<file path="config.mk">
export PLATFORM = sky130hd
export DESIGN_NAME = can_wb_arbiter
export DESIGN_NICKNAME = d
export VERILOG_FILES = /design/src/rtl/can_arb_pkg.sv /design/src/rtl/can_rr_pick.sv /design/src/rtl/can_wb_arbiter.sv
export SDC_FILE = /design/constraint.sdc
export NUM_CORES = 1
export LEC_CHECK = 0
export CORE_MARGIN = 2
export CORE_UTILIZATION = 35
export DETAILED_ROUTE_END_ITERATION = 10
export GPL_ROUTABILITY_DRIVEN = 0
export GPL_TIMING_DRIVEN = 0
export PLACE_DENSITY = 0.6
export SYNTH_ARGS = -nofsm -noshare
export SYNTH_HDL_FRONTEND = slang
export SYNTH_SLANG_ARGS = --single-unit
</file>
<file path="constraint.sdc">
create_clock -name wb_clk_i -period 3.35 [get_ports wb_clk_i]
set_input_delay 0.335 -clock wb_clk_i [delete_from_list [all_inputs] [get_ports wb_clk_i]]
set_output_delay 0.335 -clock wb_clk_i [all_outputs]
set_load 0.02 [all_outputs]
</file>
<file path="src/rtl/can_arb_pkg.sv">
// can_arb_pkg: shared types and constants for the CAN Wishbone arbiter.
//   arb_state_e  - arbiter FSM states
//   wb_req_t     - latched downstream transfer (we/adr/dat)
//   NUM_REQ      - number of upstream requesters
//   oh2idx()     - one-hot grant to requester index
package can_arb_pkg;

  localparam int NUM_REQ         = 2;
  localparam int REQ_W           = (NUM_REQ > 1) ? $clog2(NUM_REQ) : 1;
  localparam int DW              = 8;
  localparam int AW              = 8;
  localparam int DEFAULT_TIMEOUT = 1000;
  localparam int CNT_W           = 16;

  // Round-robin pointer after reset: "last granted" is the top requester,
  // so requester 0 is next in line.
  localparam logic [NUM_REQ-1:0] RR_INIT = {1'b1, {(NUM_REQ-1){1'b0}}};

  typedef enum logic [1:0] {
    IDLE = 2'd0,
    BUSY = 2'd1,
    HOLD = 2'd2
  } arb_state_e;

  typedef struct packed {
    logic          we;
    logic [AW-1:0] adr;
    logic [DW-1:0] dat;
  } wb_req_t;

  function automatic logic [REQ_W-1:0] oh2idx(input logic [NUM_REQ-1:0] oh);
    oh2idx = '0;
    for (int i = 0; i < NUM_REQ; i++)
      if (oh[i]) oh2idx = REQ_W'(i);
  endfunction

endpackage

</file>
<file path="src/rtl/can_rr_pick.sv">
// can_rr_pick: combinational round-robin picker.
//   req  - request vector
//   last - one-hot of the requester granted last (all-zero means index 0 first)
//   gnt  - one-hot winner, zero when no request
module can_rr_pick #(
  parameter int N = 2
) (
  input  logic [N-1:0] req,
  input  logic [N-1:0] last,
  output logic [N-1:0] gnt
);

  logic [N-1:0] hi_mask, req_hi, sel;

  // Bits strictly above the last grant get first look; if none of them is
  // requesting, wrap around and take the lowest requester overall.
  assign hi_mask = ~((last << 1) - N'(1));
  assign req_hi  = req & hi_mask;
  assign sel     = (|req_hi) ? req_hi : req;
  // Isolate lowest set bit.
  assign gnt     = sel & (~sel + N'(1));

endmodule

</file>
<file path="src/rtl/can_wb_arbiter.sv">
// can_wb_arbiter: two-master Wishbone arbiter in front of a CAN core.
//   wb_clk_i / wb_rst_i       - clock, synchronous active-high reset
//   m_cyc_i/m_stb_i/m_we_i    - per-requester cycle/strobe/write enable
//   m_adr_i/m_dat_i           - requester r in bits [8r+7:8r]
//   m_dat_o/m_ack_o/m_err_o   - shared read data, per-requester ack / timeout error
//   gnt_o                     - one-hot current grant
//   wb_*                      - single downstream Wishbone port to the CAN core
module can_wb_arbiter
  import can_arb_pkg::*;
#(
  parameter int TIMEOUT = DEFAULT_TIMEOUT
) (
  input  logic                  wb_clk_i,
  input  logic                  wb_rst_i,
  input  logic [NUM_REQ-1:0]    m_cyc_i,
  input  logic [NUM_REQ-1:0]    m_stb_i,
  input  logic [NUM_REQ-1:0]    m_we_i,
  input  logic [NUM_REQ*AW-1:0] m_adr_i,
  input  logic [NUM_REQ*DW-1:0] m_dat_i,
  output logic [DW-1:0]         m_dat_o,
  output logic [NUM_REQ-1:0]    m_ack_o,
  output logic [NUM_REQ-1:0]    m_err_o,
  output logic [NUM_REQ-1:0]    gnt_o,
  output logic                  wb_cyc_o,
  output logic                  wb_stb_o,
  output logic                  wb_we_o,
  output logic [AW-1:0]         wb_adr_o,
  output logic [DW-1:0]         wb_dat_o,
  input  logic [DW-1:0]         wb_dat_i,
  input  logic                  wb_ack_i
);

  localparam logic [CNT_W-1:0] TO_CNT = CNT_W'(TIMEOUT);

  arb_state_e                  state;
  logic [CNT_W-1:0]            cnt;
  logic [NUM_REQ-1:0]          last_gnt, pick, req_v;
  logic [REQ_W-1:0]            cur, pick_idx;
  wb_req_t                     lat;
  logic [NUM_REQ-1:0][AW-1:0]  adr_a;
  logic [NUM_REQ-1:0][DW-1:0]  dat_a;

  assign adr_a    = m_adr_i;
  assign dat_a    = m_dat_i;
  assign req_v    = m_cyc_i & m_stb_i;
  assign pick_idx = oh2idx(pick);

  can_rr_pick #(.N(NUM_REQ)) u_pick (
    .req  (req_v),
    .last (last_gnt),
    .gnt  (pick)
  );

  // Downstream address/data/we come only from the latched copy, so they
  // cannot move while the core is working on the transfer.
  assign wb_we_o  = lat.we;
  assign wb_adr_o = lat.adr;
  assign wb_dat_o = lat.dat;

  always_ff @(posedge wb_clk_i) begin
    if (wb_rst_i) begin
      state    <= IDLE;
      cnt      <= '0;
      last_gnt <= RR_INIT;
      cur      <= '0;
      lat      <= '0;
      gnt_o    <= '0;
      m_ack_o  <= '0;
      m_err_o  <= '0;
      m_dat_o  <= '0;
      wb_cyc_o <= 1'b0;
      wb_stb_o <= 1'b0;
    end else begin
      m_ack_o <= '0;
      m_err_o <= '0;
      case (state)
        IDLE: begin
          if (|req_v) begin
            cur      <= pick_idx;
            gnt_o    <= pick;
            last_gnt <= pick;
            lat      <= '{we: m_we_i[pick_idx], adr: adr_a[pick_idx], dat: dat_a[pick_idx]};
            wb_cyc_o <= 1'b1;
            wb_stb_o <= 1'b1;
            cnt      <= '0;
            state    <= BUSY;
          end
        end
        BUSY: begin
          // Abort wins over everything: the master has walked away, so it
          // must not see a stray ack or error.
          if (!m_cyc_i[cur]) begin
            wb_cyc_o <= 1'b0;
            wb_stb_o <= 1'b0;
            gnt_o    <= '0;
            state    <= IDLE;
          end else if (wb_ack_i) begin
            // Checked before the timeout so a coincident ack is honoured.
            m_ack_o  <= gnt_o;
            m_dat_o  <= wb_dat_i;
            wb_cyc_o <= 1'b0;
            wb_stb_o <= 1'b0;
            state    <= HOLD;
          end else if (cnt + CNT_W'(1) == TO_CNT) begin
            m_err_o  <= gnt_o;
            m_dat_o  <= 8'hFF;
            wb_cyc_o <= 1'b0;
            wb_stb_o <= 1'b0;
            cnt      <= cnt + CNT_W'(1);
            state    <= HOLD;
          end else begin
            cnt <= cnt + CNT_W'(1);
          end
        end
        HOLD: begin
          // Wait for the served master to close its cycle; a strobe left
          // high after the ack must not start a second transfer.
          if (!m_cyc_i[cur]) begin
            gnt_o <= '0;
            state <= IDLE;
          end
        end
        default: state <= IDLE;
      endcase
    end
  end

endmodule

</file>
* After elaboration in Yosys (flattened, before gate mapping)
Index checks and enable logic that the tools add are counted.
Storage, ports and cells: register bits 52, bits in latches 0, bits in writable memories 0, memory bits (read-only) 0, input port bits 49, output and inout bits 33, logic and storage cells 79, memories kept 0
Operators by class: add/sub/neg operators 3, multiply operators 0, divide/modulo/power cells 0, magnitude comparators 2, equality and inequality tests 9, shifts and indexed selects 0, multiplexer cells 29, bitwise logic cells 9, reductions and logical operators 15
Operator list (count):
- two-way mux 16 bit | 3
- two-way mux 8 bit | 6
- case mux 16 bit (2 select lines) | 1
- adder 16 x 1 -> 16 bit, second input constant | 1
- equality test 16 x 10 -> 1 bit, second input constant | 1
- two-way mux 2 bit | 7
- AND reduction 3 bit | 4
- inequality test 2 bit, second input constant | 5
- two-way mux 1 bit | 9
- bitwise AND 2 bit | 3
- case mux 2 bit (3 select lines) | 1
- nonzero test 2 bit | 3
- OR reduction 2 bit | 3
- OR reduction 5 bit | 1
- < comparator 1 x 2 -> 1 bit, second input constant | 2
- inequality test 4 bit, second input constant | 1
- NOT 1 bit | 4
- NOT 2 bit | 2
- case mux 2 bit (2 select lines) | 1
- AND reduction 4 bit | 1
- OR reduction 4 bit | 1
- adder 2 x 1 -> 2 bit, second input constant | 1
- equality test 2 x 1 -> 1 bit, second input constant | 1
- equality test 2 bit, second input constant | 1
- other kinds (4) | 4

* Depth between registers and ports, before layout
Gate-level depths: netlist of run 1.
depth in word-level cells 11, gate-level depth with buffers 9, depth with buffers taken out 8

* Cells and area by module
From an unflattened synthesis of run 1, not the netlist that was laid out.
Unflattened totals: cells, all modules 351, area total of the unflattened synthesis 2904.0 um^2
Modules (own cells, without submodules):
- can_wb_arbiter | instances 1, cells each 348, area each 2885.3 um^2, seq. area each 1061.0 um^2
- can_rr_pick | instances 1, cells each 3, area each 18.8 um^2, seq. area each 0.0 um^2

* Worst setup path after synthesis of run 1
OpenSTA, ideal clock, no wires.
kind flip-flop to flip-flop, start point register cnt[0], end point register m_err_o[1], setup time 0.063 ns, arrival time 2.382 ns, required time 3.287 ns, slack 0.905 ns, stages on the path, launching flop included 10, buffers on the path 1, clock period less this slack 2.445 ns, cell sequence dfxtp_1 -> ha_1 -> and3_1 -> clkbuf_1 -> nand2_1 -> a211oi_2 -> o22ai_1 -> or4_4 -> or3_4 -> nor2_2
On the way: longest elaborated chain between the ends 4
Ends and longest elaborated chain:
- start, declared | RTL line can_wb_arbiter.sv:36 | logic [CNT_W-1:0] cnt;
- start signal, assigned | RTL line can_wb_arbiter.sv:109 | cnt <= cnt + CNT_W'(1);
- start signal, assigned | RTL line can_wb_arbiter.sv:112 | cnt <= cnt + CNT_W'(1);
- adder 16 x 1 -> 16 bit | RTL line can_wb_arbiter.sv:104 | end else if (cnt + CNT_W'(1) == TO_CNT) begin
- equality test 16 x 10 -> 1 bit | RTL line can_wb_arbiter.sv:104
- NOT 1 bit (no line)
- OR reduction 5 bit (no line)
- end signal, assigned | RTL line can_wb_arbiter.sv:105 | m_err_o <= gnt_o;
- end, declared | RTL line can_wb_arbiter.sv:22 | output logic [NUM_REQ-1:0] m_err_o,
Every way passes these cells. A chain may end at the register's enable or synchronous reset.

* Final worst setup path of run 1
start point register cnt[0], end point register m_dat_o[6]
On the way: longest elaborated chain between the ends 4
Ends and longest elaborated chain:
- adder 16 x 1 -> 16 bit | RTL line can_wb_arbiter.sv:104
- equality test 16 x 10 -> 1 bit | RTL line can_wb_arbiter.sv:104
- nonzero test 2 bit (no line)
- AND reduction 3 bit (no line)
- end signal, assigned | RTL line can_wb_arbiter.sv:100 | m_dat_o <= wb_dat_i;
- end, declared | RTL line can_wb_arbiter.sv:20 | output logic [DW-1:0] m_dat_o,
Every way passes these cells.

==> flow_summary.json, run 1 <==
{
  "outcome": "complete, no violations",
  "route.antenna.remaining_nets": 0,
  "fin_ws_ns": 0.526,
  "holdWs_ns": 0.488,
  "cts_tree": "yes",
  "multi_input_area_mm2": 0.00139,
  "synth_area_mm2": 0.00253,
  "synth_seq_area_share_pct": 41.1,
  "synth_top_cell_area_share_pct": 41.1,
  "synth.distinct_cells": 51,
  "n_fill_cell": 730,
  "ys.flop_type": "dfxtp_1",
  "drv_slew": 0,
  "final_area_mm2": 0.00356,
  "min_from": "last_gnt[0]",
  "synth_edf_count": 0,
  "synthesis.nets": 347,
  "worstSetupStartpoint": "cnt[0]",
  "layout.nets": 435,
  "start_util_pct": 35.5,
  "hold_class": "flop to flop",
  "synth_most_common_cell": "dfxtp_1",
  "area_delta_synth_final_pct": 40.7,
  "finalSetupTns_ns": 0,
  "worst_slew_pin_slew_ns": 0.807,
  "vias": 2433,
  "die_h_um": 89.1,
  "crit_required_ns": 3.60,
  "viasPerCell": 5.07,
  "clk_pin_slew_worst_paths_ns": 0.10,
  "finalCriticalPeriod_ns": 2.82,
  "wl_per_cell_um": 13.8,
  "die_area_mm2": 0.00794,
  "place_hpwl_um": 4920,
  "period_share_pct": 84.3,
  "cts-root-buf": "clkbuf_8",
  "htree_levels": 2,
  "regArea_mm2": 0.00104,
  "finalPower_mw": 1.63,
  "antenna_found_initial": 0,
  "clk_latency_ns": 0.31,
  "cts_resized": 0,
  "end_kind": "flop",
  "maxCapViolations": 0,
  "leakage_nw": 1.32,
  "setup-violations-final": 0,
  "core-area_mm2": 0.00714,
  "grt_pass1_wl_um": 10300,
  "startpoint_type": "flop",
  "cts_buffer_depth": 2,
  "rr_startpoint": "cnt[0]",
  "power_frac_clock_pct": 23.5,
  "placed_cells": 472,
  "die_w_um": 89.1,
  "drt-pass1-iter-count": 4,
  "drt_wl_total_um": 6610,
  "relSlewSlack_pct": 46.1,
  "final_util_pct": 49.9,
  "yosys-top-cells-count": "52 x dfxtp_1, 46 x nor2_1, 24 x a211oi_1",
  "p_sw_share_pct": 33.0,
  "pwr-share-seq_pct": 43.8,
  "crit_type": "flop to flop",
  "antennaDiodeCount": 0,
  "syn-instance-count": 292,
  "vdd_ir_drop_max_mv": 0.194,
  "grt_pass1_vias": 2170,
  "async_flop_share_pct": 0,
  "dpl_cell_area_mm2": 0.00347,
  "cp_max_fo": 8,
  "row_count": 31,
  "pre_cts_ws_ns": 0.526,
  "rsz0062_at_grt": "no",
  "yosysWarningCount": 0,
  "power.switching_uw": 537,
  "post_cts_buffers": 0,
  "drc_errors": 0,
  "drive_above_1_share_pct": 6.04,
  "avgSynthCellArea_um2": 8.68,
  "overflow": 0,
  "fin_cells": 480,
  "synth_top_area_cell": "dfxtp_1",
  "grt.total_usage_pct": 16.7,
  "timing.fmax_mhz": 354,
  "hold_violations": 0,
  "p_per_area_mw_per_mm2": 457,
  "yosys-top-cells-area": "dfxtp_1 41%, mux2i_1 7.1%, a211oi_1 7.1%",
  "cp.arrival_ns": 3.08,
  "drt_iter0_drc": 118,
  "cts_buffers": 5,
  "io_buffers": 81,
  "ctsHoldBuffers": 0,
  "cts_num_sinks": 52,
  "comb_power_share_pct": 32.6,
  "p_int_mw": 1.09,
  "grt_max_degree": 17,
  "pin_count": 82,
  "synth-seq-cells": 52,
  "skew_ns": 0.00453
}
[worst paths after layout]
| kind | end | slack, ns | cells after the start |
|---|---|---|---|
| setup / recovery | m_dat_o[6] | 0.53 | 9 |
| hold reg to reg | last_gnt[0] | 0.49 | 2 |
| hold / removal | last_gnt[0] | 0.49 | 2 |
| setup reg to reg | m_dat_o[6] | 0.53 | 9 |
[worst max-delay path, cell delays in order, from the launching register on]
cell and delay [ns]:
dfxtp_1 0.45, ha_1 0.30, and3_1 0.18, clkbuf_1 0.24, nand2_1 0.16, a211oi_2 0.23
o22ai_1 0.11, or4_4 0.58, a21oi_4 0.29, o221a_1 0.23
[layout by cell type, fill, tap and decap left out, types with 2 or more instances in the layout]
| master | Yosys | routed |
|---|---|---|
| clkdlybuf4s50_1 | 0 | 81 |
| dfxtp_1 | 52 | 52 |
| nor2_1 | 46 | 46 |
| a211oi_1 | 24 | 24 |
| nand2_1 | 22 | 22 |
| a21oi_1 | 21 | 21 |
| mux2i_1 | 18 | 18 |
| clkbuf_1 | 17 | 17 |
| nand3_1 | 9 | 9 |
| o221a_1 | 8 | 8 |
| ha_1 | 6 | 6 |
| clkbuf_8 | 0 | 6 |
| inv_1 | 5 | 5 |
| nor3_1 | 5 | 5 |
| o21ai_0 | 5 | 5 |
| a22oi_1 | 4 | 4 |
| nand4_1 | 4 | 4 |
| a31oi_1 | 3 | 3 |
| xnor2_1 | 3 | 3 |
| and3_1 | 2 | 2 |
| and4_1 | 2 | 2 |
| or3_1 | 2 | 2 |
| nor4b_1 | 2 | 2 |
| a21o_1 | 2 | 2 |
| nor2_2 | 2 | 2 |
[final cells by class]
type / count / share of cell area (%)
inverter: 5 / 0.527
tap: 99 / 3.47
clock inverter: 2 / 0.386
buffer: 20 / 2.46
sequential: 52 / 29.2
timing repair buffer: 81 / 22.7
multi-input combinational: 215 / 38.9
clock buffer: 6 / 2.32
[logic make-up after synthesis]
| group | Yosys count | synth area share (%) |
|---|---|---|
| flops | 52 | 41.1 |
| mux | 19 | 7.56 |
| fa+ha+maj | 6 | 2.96 |
| buf+inv | 25 | 4.20 |
| simple gates | 108 | 20.6 |
| compound gates | 78 | 22.2 |
| xor+xnor | 4 | 1.38 |
[power groups by stage]
stage	logic [mW]	clock network, mW	registers (mW)
2_1_floorplan	0.242	0	0.784
3_3_place_gp	0.531	0	0.726
3_5_place_dp	0.532	0	0.728
5_1_grt	0.585	0.420	0.723
6_report	0.531	0.383	0.714
4_1_cts	0.536	0.393	0.714
[registers in the layout, indices dropped and copies added, names as in the netlist]
signal    flops
m_dat_o       8
wb_adr_o      8
cnt          16
m_ack_o       2
wb_we_o       1
gnt_o         2
wb_dat_o      8
m_err_o       2
last_gnt      1
wb_stb_o      1
state         2
cur           1
[routing by layer]
metal  wire length [µm]  vias up  GRT usage (%)
met4                 81        0           4.48
li1                   -     1244              -
met2               2820       98           26.9
met5                  0        -              0
met3                644        8           6.83
met1               3060     1083           20.7
(Power assumes the default switching activity.)
==> inputs of run 2 (changes only) <==
Clock period 3.35 ns to 2.8 ns, I/O delays scaled along.
==> run 2 against run 1 <==
Net effect: worst setup slack got worse by 0.33 ns; register-to-register slack lost 0.33 ns; power up 20%; clock skew rose by 0.00088 ns; via count hardly changed; die area is the same; flip-flop and latch count unchanged; cell count shrank 0.21%; global-route usage stayed put.
==> flow_summary.json, run 2 (synthesized netlist as in run 1, its figures left out) <==
{
  "area_delta_synth_final_pct": 40.7,
  "die_w_um": 89.1,
  "die_area_mm2": 0.00794,
  "ff2ff_setup_slack_ns": 0.20,
  "cts_buffer_depth": 2,
  "cts_num_sinks": 52,
  "max_stage_delay_ns": 0.58,
  "start_util_pct": 35.5,
  "leakage_nw": 1.32,
  "row_count": 31,
  "route.antenna.remaining_nets": 0,
  "n_fill_cell": 730,
  "cts_buffers": 5,
  "cp_max_fo": 8,
  "path_buf_inv": 0,
  "largest_register": "cnt",
  "grt_pass1_vias": 2170,
  "finalSetupTns_ns": 0,
  "overflow": 0,
  "cts_tree": "yes",
  "crit_family": "simple AND/OR/NAND/NOR gates",
  "post_cts_buffers": 0,
  "grt_pass1_wl_um": 10300,
  "end_kind": "flop",
  "outcome": "complete, no violations",
  "multi_input_area_mm2": 0.00139,
  "antennaDiodeCount": 0,
  "io_buffers": 81,
  "pin_count": 82,
  "cts_resized": 1,
  "drt_wl_total_um": 6620,
  "largest_register_ffs": 16,
  "vdd_ir_drop_max_mv": 0.232,
  "crit_required_ns": 3.05,
  "slowest_stage": "or4_4",
  "layout.nets": 434,
  "place_hpwl_um": 4920,
  "holdWs_ns": 0.487,
  "skew_ns": 0.00541,
  "ctsHoldBuffers": 0,
  "timing.fmax_mhz": 384,
  "drt_iter0_drc": 116,
  "pre_cts_ws_ns": 0.0135,
  "clk_pin_slew_worst_paths_ns": 0.10,
  "drv_slew": 0,
  "hold_class": "flop to flop",
  "p_per_area_mw_per_mm2": 548,
  "wl_per_cell_um": 13.8,
  "core-area_mm2": 0.00714,
  "clk_latency_ns": 0.31,
  "htree_levels": 2,
  "setup-violations-final": 0,
  "grt.total_usage_pct": 16.7,
  "hold_violations": 0,
  "startpoint_type": "flop",
  "regArea_mm2": 0.00104,
  "finalCriticalPeriod_ns": 2.60,
  "relSlewSlack_pct": 45.3,
  "cp.arrival_ns": 2.86,
  "drt-pass1-iter-count": 4,
  "vias": 2435,
  "crit_chain": "ha_2 > and3_2 > nand2_1 > a211oi_2 > o22ai_1 > or4_4 > a21oi_4 > o221a_1",
  "grt_max_degree": 17,
  "rsz0062_at_grt": "no",
  "finalPower_mw": 1.95,
  "period_share_pct": 93.0,
  "cts-root-buf": "clkbuf_8",
  "worst_slew_pin_slew_ns": 0.819,
  "drive_above_1_share_pct": 6.58,
  "placed_cells": 472,
  "drc_errors": 0,
  "fin_cells": 479,
  "fin_ws_ns": 0.195,
  "maxCapViolations": 0,
  "most-common-layout-cells": "81 x clkdlybuf4s50_1, 52 x dfxtp_1, 46 x nor2_1, 24 x a211oi_1, 22 x nand2_1",
  "final_common_cell": "clkdlybuf4s50_1",
  "die_h_um": 89.1,
  "antenna_found_initial": 0,
  "viasPerCell": 5.08,
  "crit_type": "flop to flop"
}
==> run 2: power breakdown <==
| part | switching (mW) | total, mW | internal (mW) |
|---|---|---|---|
| logic | 0.344 | 0.637 | 0.293 |
| clock network | 0.257 | 0.460 | 0.203 |
| registers | 0.0437 | 0.854 | 0.810 |
| total | 0.645 | 1.95 | 1.31 |
==> run 2: through the flow <==
step	area (µm²)	utilization [%]
after detailed placement	3470	48.6
after CTS	3570	50.0
after floorplan	2530	-
final	3560	49.9
after global placement	3470	48.6
after global routing	3560	49.9
==> run 2: final timing paths <==
check,startpoint,end,depth (start not counted)
worst min-delay path,last_gnt[0],last_gnt[0],2
worst max register to register,cnt[0],m_dat_o[6],8
worst min register to register,last_gnt[0],last_gnt[0],2
worst max-delay path,cnt[0],m_dat_o[6],8
==> run 2: worst reg2reg max path, stage by stage (launching register included) <==
cell and delay (ns):
dfxtp_1 0.45, ha_2 0.27, and3_2 0.27, nand2_1 0.12
a211oi_2 0.23, o22ai_1 0.11, or4_4 0.58, a21oi_4 0.29
o221a_1 0.23
==> run 2: layout make-up <==
cell class | count | share of cell area (%)
Multi-Input combinational cell | 215 | 39.0
Buffer | 19 | 2.35
Timing Repair Buffer | 81 | 22.7
Sequential cell | 52 | 29.2
Inverter | 5 | 0.527
Clock inverter | 2 | 0.386
Tap cell | 99 | 3.47
Clock buffer | 6 | 2.32
==> run 2: routing by layer <==
layer	wire [µm]	global-route usage [%]
met1	3070	20.7
met2	2840	26.9
met3	625	6.83
met4	87	4.48
met5	0	0
